[src/rtl/pe_pkg.sv]
// pe_pkg: shared widths, types and the 4-bit priority helper for the 8-to-3 encoder.
package pe_pkg;
    localparam int PE_IN_W  = 8;
    localparam int PE_OUT_W = 3;
    typedef logic [7:0] pe_req_t;
    typedef logic [2:0] pe_idx_t;
    function automatic logic [1:0] enc4(input logic [3:0] v);
        return v[3] ? 2'd3 : v[2] ? 2'd2 : v[1] ? 2'd1 : 2'd0;
    endfunction
endpackage

[src/rtl/pe8_core.sv]
// pe8_core: combinational 8-bit priority encoder built from two 4-bit stages.
module pe8_core
    import pe_pkg::*;
(
    input  logic [7:0] in,
    output logic [2:0] idx,
    output logic       any_set
);
    logic [3:0] hi;
    logic [3:0] lo;
    assign hi      = in[7:4];
    assign lo      = in[3:0];
    assign idx     = |hi ? {1'b1, enc4(hi)} : {1'b0, enc4(lo)};
    assign any_set = |in;
endmodule

[src/rtl/priority_encoder_8to3.sv]
// priority_encoder_8to3: registered index of the highest set request bit, with valid flag.
module priority_encoder_8to3
    import pe_pkg::*;
#(
    parameter int IN_W  = PE_IN_W,
    parameter int OUT_W = PE_OUT_W
) (
    input  logic             clk,
    input  logic             rst,
    input  logic             en,
    input  logic [IN_W-1:0]  in,
    output logic [OUT_W-1:0] out,
    output logic             valid
);
    if (IN_W != PE_IN_W || OUT_W != PE_OUT_W) begin : g_bad_width
        $error("priority_encoder_8to3 supports only IN_W=8, OUT_W=3");
    end
    pe_idx_t idx;
    logic    any_set;
    pe8_core u_core (
        .in      (in),
        .idx     (idx),
        .any_set (any_set)
    );
    always_ff @(posedge clk) begin
        if (rst) begin
            out   <= '0;
            valid <= 1'b0;
        end else if (en) begin
            out   <= idx;
            valid <= any_set;
        end
    end
endmodule

[config.mk]
export PLATFORM = sky130hd
export DESIGN_NAME = priority_encoder_8to3
export DESIGN_NICKNAME = d
export VERILOG_FILES = /design/src/rtl/pe_pkg.sv /design/src/rtl/pe8_core.sv /design/src/rtl/priority_encoder_8to3.sv
export SDC_FILE = /design/constraint.sdc
export NUM_CORES = 1
export LEC_CHECK = 0
export ABC_AREA = 1
export CORE_AREA = 2 2 39 41
export DETAILED_ROUTE_END_ITERATION = 16
export DIE_AREA = 0 0 41 43
export PLACE_DENSITY = 0.53
export REMOVE_ABC_BUFFERS = 1
export SLEW_MARGIN = 40
export SYNTH_ARGS = -nofsm -noshare
export SYNTH_HDL_FRONTEND = slang
export SYNTH_SLANG_ARGS = --single-unit
[constraint.sdc]
create_clock -name clk -period 0.8 [get_ports clk]
set_input_delay 0.16 -clock clk [delete_from_list [all_inputs] [get_ports clk]]
set_output_delay 0.16 -clock clk [all_outputs]
set_load 0.01 [all_outputs]
# After elaboration in Yosys (flattened, before gate mapping)
# Cells that the tools add are included.
[totals] n_memories=0 regBits=4 romBits=0 latchBits=0 ram_bits=0 output_inout_bits=4
[classes] shift=0 muxes=7 n_eq_ne=0 n_reduce_logical=2 addsub=0 multipliers=0 div_mod_pow=0 n_bitwise=0 n_lt_le_gt_ge=0
[ops] operator="two-way mux 2 bit" count=4
[ops] operator="OR reduction 8 bit" count=1
[ops] operator="OR reduction 4 bit" count=1
[ops] operator="two-way mux 3 bit" count=1
[ops] operator="two-way mux 1 bit" count=2

# Depth between registers and ports, before layout
# Gate-level depths: netlist (run 1).
[logic_depth] word_depth=4 mapped_depth=6 mapped_depth_nobuf=6

# Cells and area by module
# From an unflattened synthesis (run 1), not the netlist that was laid out.
[hier_totals] cells_unflattened=43 area_unflattened_um2=252.7
[by_module_without_submodules] module="priority_encoder_8to3" instances=1 seq_area_each_um2=80.1 area_each_um2=172.7 cells_each=26
[by_module_without_submodules] module="pe8_core" instances=1 seq_area_each_um2=0.0 area_each_um2=80.1 cells_each=17

# Least setup slack after synthesis (run 1)
# No wires, ideal clock.
[synth_path] path_type="flip-flop to flip-flop" startpoint="register out[0] (netlist name)" endpoint="register out[0]" setup_slack_ns=-0.019 n_path_buf=0 arrival_ns=0.704 t_required_ns=0.685 path_stages_with_launch=4 setup_ns=0.115 cell_sequence="dfxtp_1 -> or2_2 -> nand2_1 -> a21oi_2"
[synth_rtl] element="end signal: assignment" line_no="priority_encoder_8to3.sv:30" text="out <= idx;"
[synth_rtl] element="end: declaration" line_no="priority_encoder_8to3.sv:12" text="output logic [OUT_W-1:0] out,"

# Worst setup path in the final report (run 1)
[layout_path] startpoint="register out[1]" endpoint="output port out[1]"
# No word-level cell between the ends.

==> results of run 1 <==
-- final timing paths --
check         start      to  slack (ns)  cells after the start
max          out[1]  out[1]       -0.03                      1
min           in[3]  out[1]        0.26                      3
max reg2reg  out[0]  out[0]        0.05                      3
min reg2reg  out[2]  out[2]        0.49                      2
-- flip-flops by register name, summed over array words and instances, names as in the netlist --
signal and count:
valid 1, out 3
-- power by group through the flow --
stage	registers (mW)	clock network, mW	logic (mW)
5_1_grt	0.231	0.294	0.163
4_1_cts	0.229	0.272	0.147
2_1_floorplan	0.233	0	0.0382
3_3_place_gp	0.226	0	0.147
3_5_place_dp	0.226	0	0.146
6_report	0.229	0.259	0.148
-- what timing repair did --
action                                  in CTS  in global routing
pin swaps                                    5                  5
gates resized for setup                     32                  8
endpoints found under the setup margin       8                  7
-- routing by layer --
metal,track usage [%],up-vias
met5,0,-
met4,4.00,0
met3,9.42,0
met2,11.3,11
met1,8.71,107
li1,-,139
-- per-stage QoR --
step	hold slack, ns	worst slack, ns	utilization (%)
2_1_floorplan	0.222	-0.0191	-
3_3_place_gp	0.495	-0.406	27.9
3_5_place_dp	0.486	-0.405	27.9
4_1_cts	0.346	-0.0397	30.4
5_1_grt	0.309	-0.0605	31.6
6_report	0.262	-0.0305	31.6
-- cell type report --
class / instances / area, um^2
flip-flops and latches: 4 / 85.1
inverters: 6 / 22.5
clock buffers: 3 / 22.5
fillers: 157 / 947
well taps: 16 / 20.0
repair buffers: 17 / 170
multi-input cells: 21 / 116
-- cells in the final DEF (no fill, tap or decap), types with 2 or more instances in the layout --
| cell type | instances |
|---|---|
| dlymetal6s2s_1 | 3 |
| nor2_1 | 3 |
| buf_4 | 3 |
| clkbuf_4 | 3 |
| nand2_2 | 2 |
| clkdlybuf4s50_1 | 2 |
| nand3_1 | 3 |
| dfxtp_2 | 4 |
| inv_1 | 4 |
| dlygate4sd2_1 | 4 |
| nand2_1 | 4 |
| inv_2 | 2 |
| o21ai_0 | 3 |
| buf_6 | 4 |
-- cell families after synthesis --
kind of cell           Yosys count
AOI/OAI and AO/OA                6
and+or+nand+nor                 15
DFF                              4
buffers and inverters            6
==> flow_metrics.env, run 1 <==
export IMPL_status="complete, but fails checks"
export IMPL_violations="negative setup slack"
export IMPL_fin_nets=64
export IMPL_area_growth_pct=114
export IMPL_top_layer_used="met3"
export IMPL_drtAntennaViolNets=0
export IMPL_vias_per_cell=3.84
export IMPL_drt_iter0_markers=0
export IMPL_p_comb_share_pct=23.3
export IMPL_rows=14
export IMPL_synth_largest_area_cell="dfxtp_1"
export IMPL_cts_sinks=4
export IMPL_timing_final_hold_violations=0
export IMPL_met2WireLength_um=238
export IMPL_clk_pin_slew_ns=0.04
export IMPL_ys_ff_latch=4
export IMPL_synthXorXnorAreaFrac_pct=0
export IMPL_synth_seq_area_share_pct=39.3
export IMPL_antenna_cells=0
export IMPL_core_mm2=0.00138
export IMPL_p_leak_nw=0.228
export IMPL_finalNonFillerCells=67
export IMPL_tritoncts="yes"
export IMPL_die_area_mm2=0.00176
export IMPL_drive_above_1_share_pct=43.1
export IMPL_synth_distinct_cells=11
export IMPL_min_period_ns=0.830
export IMPL_syn_inst=31
export IMPL_pwr_share_clk_pct=40.7
export IMPL_overflow=0
export IMPL_h_tree_depth=1
export IMPL_p_sw_mw=0.159
export IMPL_postCtsSetupBuffers=0
export IMPL_hold_buffers=0
export IMPL_synth_edff_count=0
export IMPL_yosysWarningCount=0
export IMPL_die_w_um=41
export IMPL_finalCritPeriodShare_pct=104
export IMPL_track_usage_pct=8.74
export IMPL_worst_pin_slew_ns=0.162
export IMPL_grt_start_max_net_pins=5
export IMPL_cts_buffers=3
export IMPL_total_power_mw=0.637
export IMPL_cp_start_kind="register"
export IMPL_slowest_stage="dfxtp_2"
export IMPL_worstPathCellList="buf_6"
export IMPL_synthTopCellsByArea="dfxtp_1, inv_1, nand2_1"
export IMPL_synth_main_ff_cell="dfxtp_1"
export IMPL_netlist_top_cells_count="inv_1, nand2_1, dfxtp_1, nor2_1"
export IMPL_relSlewSlack_pct=89.1
export IMPL_cp_max_fo=2
export IMPL_synth_compound_area_share_pct=17.8
export IMPL_arrival_ns=0.67
export IMPL_pin_count=15
export IMPL_power_internal_mw=0.478
export IMPL_cp_end_kind="output pin"
export IMPL_p_seq_share_pct=36.0
export IMPL_async_flop_share_pct=0
export IMPL_die_height_um=43
export IMPL_syn_avg_cell_area_um2=6.58
export IMPL_cap_violations=0
export IMPL_synth_top_family_by_area="simple AND/OR/NAND/NOR gates"
export IMPL_cts_root_buf="clkbuf_4"
export IMPL_wl_met3_um=64
export IMPL_dr_pass1_iters=1
export IMPL_hold_class="in2reg"
export IMPL_crit_path_max_incr_delay_ns=0.32
export IMPL_slew_viol_final=0
export IMPL_yosysTopAreaCellShare_pct=39.3
export IMPL_cpLargestDelayFamily="flip-flops"
export IMPL_synth_simple_area_share_pct=31.9
export IMPL_wl_met1_um=261
export IMPL_dp_cells=64
export IMPL_finalClockSkew_ns=0
export IMPL_fin_area_um2=437
export IMPL_cp_required_ns=0.64
export IMPL_clk_latency_ns=0.24
export IMPL_synthMuxAreaShare_pct=0
export IMPL_rsz0062_at_grt="true"
export IMPL_critical_path_class="reg2out"
export IMPL_vias=257
export IMPL_dp_hpwl_um=402
export IMPL_synth_fa_ha_area_share_pct=0
export IMPL_setup_slack_ns=-0.0305
export IMPL_setup_tns_ns=-0.0895
export IMPL_drc_errors=0
export IMPL_wirelength_um=563
export IMPL_ir_drop_mv=0.895
export IMPL_antenna_found_initial=0
export IMPL_crit_buf_inv=1
export IMPL_grt_pass1_wl_um=938
export IMPL_avgRoutedWirePerCell_um=8.40
export IMPL_initial_core_util_pct=14.7
export IMPL_synth_area_um2=204
export IMPL_portBuffers=14
export IMPL_fmax_mhz=1200
export IMPL_grt_pass1_vias=268
export IMPL_clockBufferDepth=2
export IMPL_dpl_cell_area_um2=387
export IMPL_swShare_pct=24.9
export IMPL_power_density_mw_per_mm2=1460
export IMPL_setup_viol_count_final=4
export IMPL_globalplace_congestion=0.729
Power figures use the tool's default switching activity.
==> run 2: changes to the inputs <==
Settings changed: ABC_AREA 1 to 0.
==> flow_metrics.env, run 2 <==
export IMPL_worstPathCellList="buf_6"
export IMPL_fill_cells=152
export IMPL_timing_final_hold_violations=0
export IMPL_reg2reg_from="valid"
export IMPL_violations="negative setup slack"
export IMPL_clk_latency_ns=0.23
export IMPL_final_cell_mix="dlygate4sd2_1, buf_4, dfxtp_2, buf_6"
export IMPL_p_leak_nw=0.206
export IMPL_pwr_share_clk_pct=38.4
export IMPL_grt_pass1_wl_um=979
export IMPL_crit_buf_inv=1
export IMPL_fmax_mhz=1220
export IMPL_r2r_slack_ns=0.07
export IMPL_dp_hpwl_um=410
export IMPL_overflow=0
export IMPL_yosysWarningCount=0
export IMPL_vias=251
export IMPL_antenna_found_initial=0
export IMPL_whs_path_depth=3
export IMPL_power_internal_mw=0.489
export IMPL_cts_buffers=3
export IMPL_crit_path_max_incr_delay_ns=0.31
export IMPL_async_flop_share_pct=0
export IMPL_hold_buffers=0
export IMPL_arrival_ns=0.66
export IMPL_clockBufferDepth=2
export IMPL_worstRegToRegCells=3
export IMPL_postCtsSetupBuffers=0
export IMPL_regMostFlops="out"
export IMPL_p_comb_share_pct=26.1
export IMPL_synth_seq_area_share_pct=38.8
export IMPL_area_growth_pct=125
export IMPL_cp_required_ns=0.64
export IMPL_yosysTopAreaCellShare_pct=38.8
export IMPL_tritoncts="yes"
export IMPL_grt_pass1_vias=252
export IMPL_hp_start="in[1]"
export IMPL_slowest_stage="dfxtp_2"
export IMPL_syn_inst=22
export IMPL_top_regs="out x3, valid x1"
export IMPL_relSlewSlack_pct=80.7
export IMPL_rr_endpoint="valid"
export IMPL_wirelength_um=558
export IMPL_slew_viol_final=0
export IMPL_ys_ff_latch=4
export IMPL_cts_root_buf="clkbuf_4"
export IMPL_vias_per_cell=4.11
export IMPL_drive_above_1_share_pct=57.8
export IMPL_globalplace_congestion=0.652
export IMPL_synth_distinct_cells=16
export IMPL_fin_area_um2=464
export IMPL_finalCritPeriodShare_pct=102
export IMPL_pin_count=15
export IMPL_drt_iter0_markers=1
export IMPL_die_area_mm2=0.00176
export IMPL_rows=14
export IMPL_initial_core_util_pct=14.9
export IMPL_setup_slack_ns=-0.0197
export IMPL_ir_drop_mv=0.590
export IMPL_critical_path_class="reg2out"
export IMPL_finalNonFillerCells=61
export IMPL_worst_pin_slew_ns=0.290
export IMPL_die_height_um=43
export IMPL_antenna_cells=0
export IMPL_cts_sinks=4
export IMPL_min_period_ns=0.820
export IMPL_die_w_um=41
export IMPL_cpLargestDelayFamily="flip-flops"
export IMPL_finalClockSkew_ns=0
export IMPL_core_mm2=0.00138
export IMPL_p_seq_share_pct=35.5
export IMPL_swShare_pct=24.4
export IMPL_largest_reg_flops=3
export IMPL_synth_main_ff_cell="dfxtp_1"
export IMPL_status="complete, but fails checks"
export IMPL_fin_nets=58
export IMPL_holdPathEnd="valid"
export IMPL_synth_edff_count=0
export IMPL_drc_errors=0
export IMPL_synth_largest_area_cell="dfxtp_1"
export IMPL_synth_most_common_cell="dfxtp_1"
export IMPL_cp_start_kind="register"
export IMPL_portBuffers=14
export IMPL_p_sw_mw=0.158
export IMPL_total_power_mw=0.647
export IMPL_avgRoutedWirePerCell_um=9.15
export IMPL_syn_avg_cell_area_um2=9.38
export IMPL_h_tree_depth=1
export IMPL_synthTopCellsByArea="dfxtp_1, nor2_4, a211oi_2"
export IMPL_synth_area_um2=206
export IMPL_track_usage_pct=9.26
export IMPL_dpl_cell_area_um2=412
export IMPL_dr_pass1_iters=4
export IMPL_power_density_mw_per_mm2=1390
export IMPL_clk_pin_slew_ns=0.04
export IMPL_drtAntennaViolNets=0
export IMPL_setup_viol_count_final=4
export IMPL_grt_start_max_net_pins=9
export IMPL_hold_class="in2reg"
export IMPL_whs_ns=0.322
export IMPL_cp_max_fo=2
export IMPL_final_common_cell="dlygate4sd2_1"
export IMPL_dp_cells=58
export IMPL_cp_end_kind="output pin"
export IMPL_cap_violations=0
export IMPL_netlist_top_cells_count="dfxtp_1, nor2_1, nor2_4"
export IMPL_rsz0062_at_grt="true"
[run 2: cell count changes after synthesis, sizes merged, moves of 2 or more]
cell / change
inv: -5
nand2: -6
nand3: -2
o21ai: -2
[run 2: worst min-delay path: stages]
cell and delay, ns:
dlymetal6s2s_1 0.13, nor4_2 0.07, a211oi_2 0.15
[run 2: cells by family (layout without fill, tap and decap cells)]
group                  after synthesis  after routing  synth area share (%)
and+or+nand+nor                     11             11                  36.4
AOI/OAI and AO/OA                    6              6                  23.0
DFF                                  4              4                  38.8
buffers and inverters                1             24                  1.82
[run 2: layout make-up]
class                      count  area (um^2)  share of cell area [%]
timing repair buffer          20          183                    39.4
sequential                     4         85.1                    18.3
tap                           16         20.0                    4.31
clock buffer                   3         22.5                    4.85
multi-input combinational     17          150                    32.3
inverter                       1         3.75                   0.809
[run 2: timing repair]
| item | in CTS | in global routing |
|---|---|---|
| pin swaps | 5 | 3 |
| resized for setup | 35 | 3 |
| hold endpoints to repair | 0 | 0 |
| endpoints found under the setup margin | 8 | 8 |
[run 2: power by group through the flow]
| stage | registers, mW | clock network [mW] | logic (mW) |
|---|---|---|---|
| after floorplan | 0.234 | 0 | 0.0352 |
| after global placement | 0.227 | 0 | 0.169 |
| after detailed placement | 0.227 | 0 | 0.169 |
| after CTS | 0.230 | 0.265 | 0.167 |
| after global routing | 0.233 | 0.284 | 0.184 |
| final | 0.230 | 0.249 | 0.169 |
[run 2: per-stage QoR]
step	setup TNS (ns)	setup slack [ns]	util (%)
2_1_floorplan	0	0.106	-
3_3_place_gp	-2.60	-0.470	29.7
3_5_place_dp	-2.56	-0.455	29.7
4_1_cts	-0.125	-0.0329	32.6
5_1_grt	-0.218	-0.0539	33.5
6_report	-0.0680	-0.0197	33.5
[run 2: metal layers]
| layer | global-route usage (%) | up-vias | share of wire [%] |
|---|---|---|---|
| met4 | 12.0 | 0 | 0 |
| met2 | 11.3 | 13 | 52 |
| met3 | 4.71 | 0 | 9.0 |
| met5 | 0 | - | 0 |
| met1 | 9.39 | 109 | 39 |
| li1 | - | 129 | - |
[run 2: how the worst max path moves through the flow]
stage,start,endpoint,slack [ns],depth (start not counted)
finish,valid,valid,-0.02,1
global route,out[2],out[2],-0.05,1
CTS,valid,valid,-0.03,1
detailed placement,en,out[0],-0.46,3
global placement,en,out[0],-0.47,3
floorplan,out[1],out[1],0.11,2
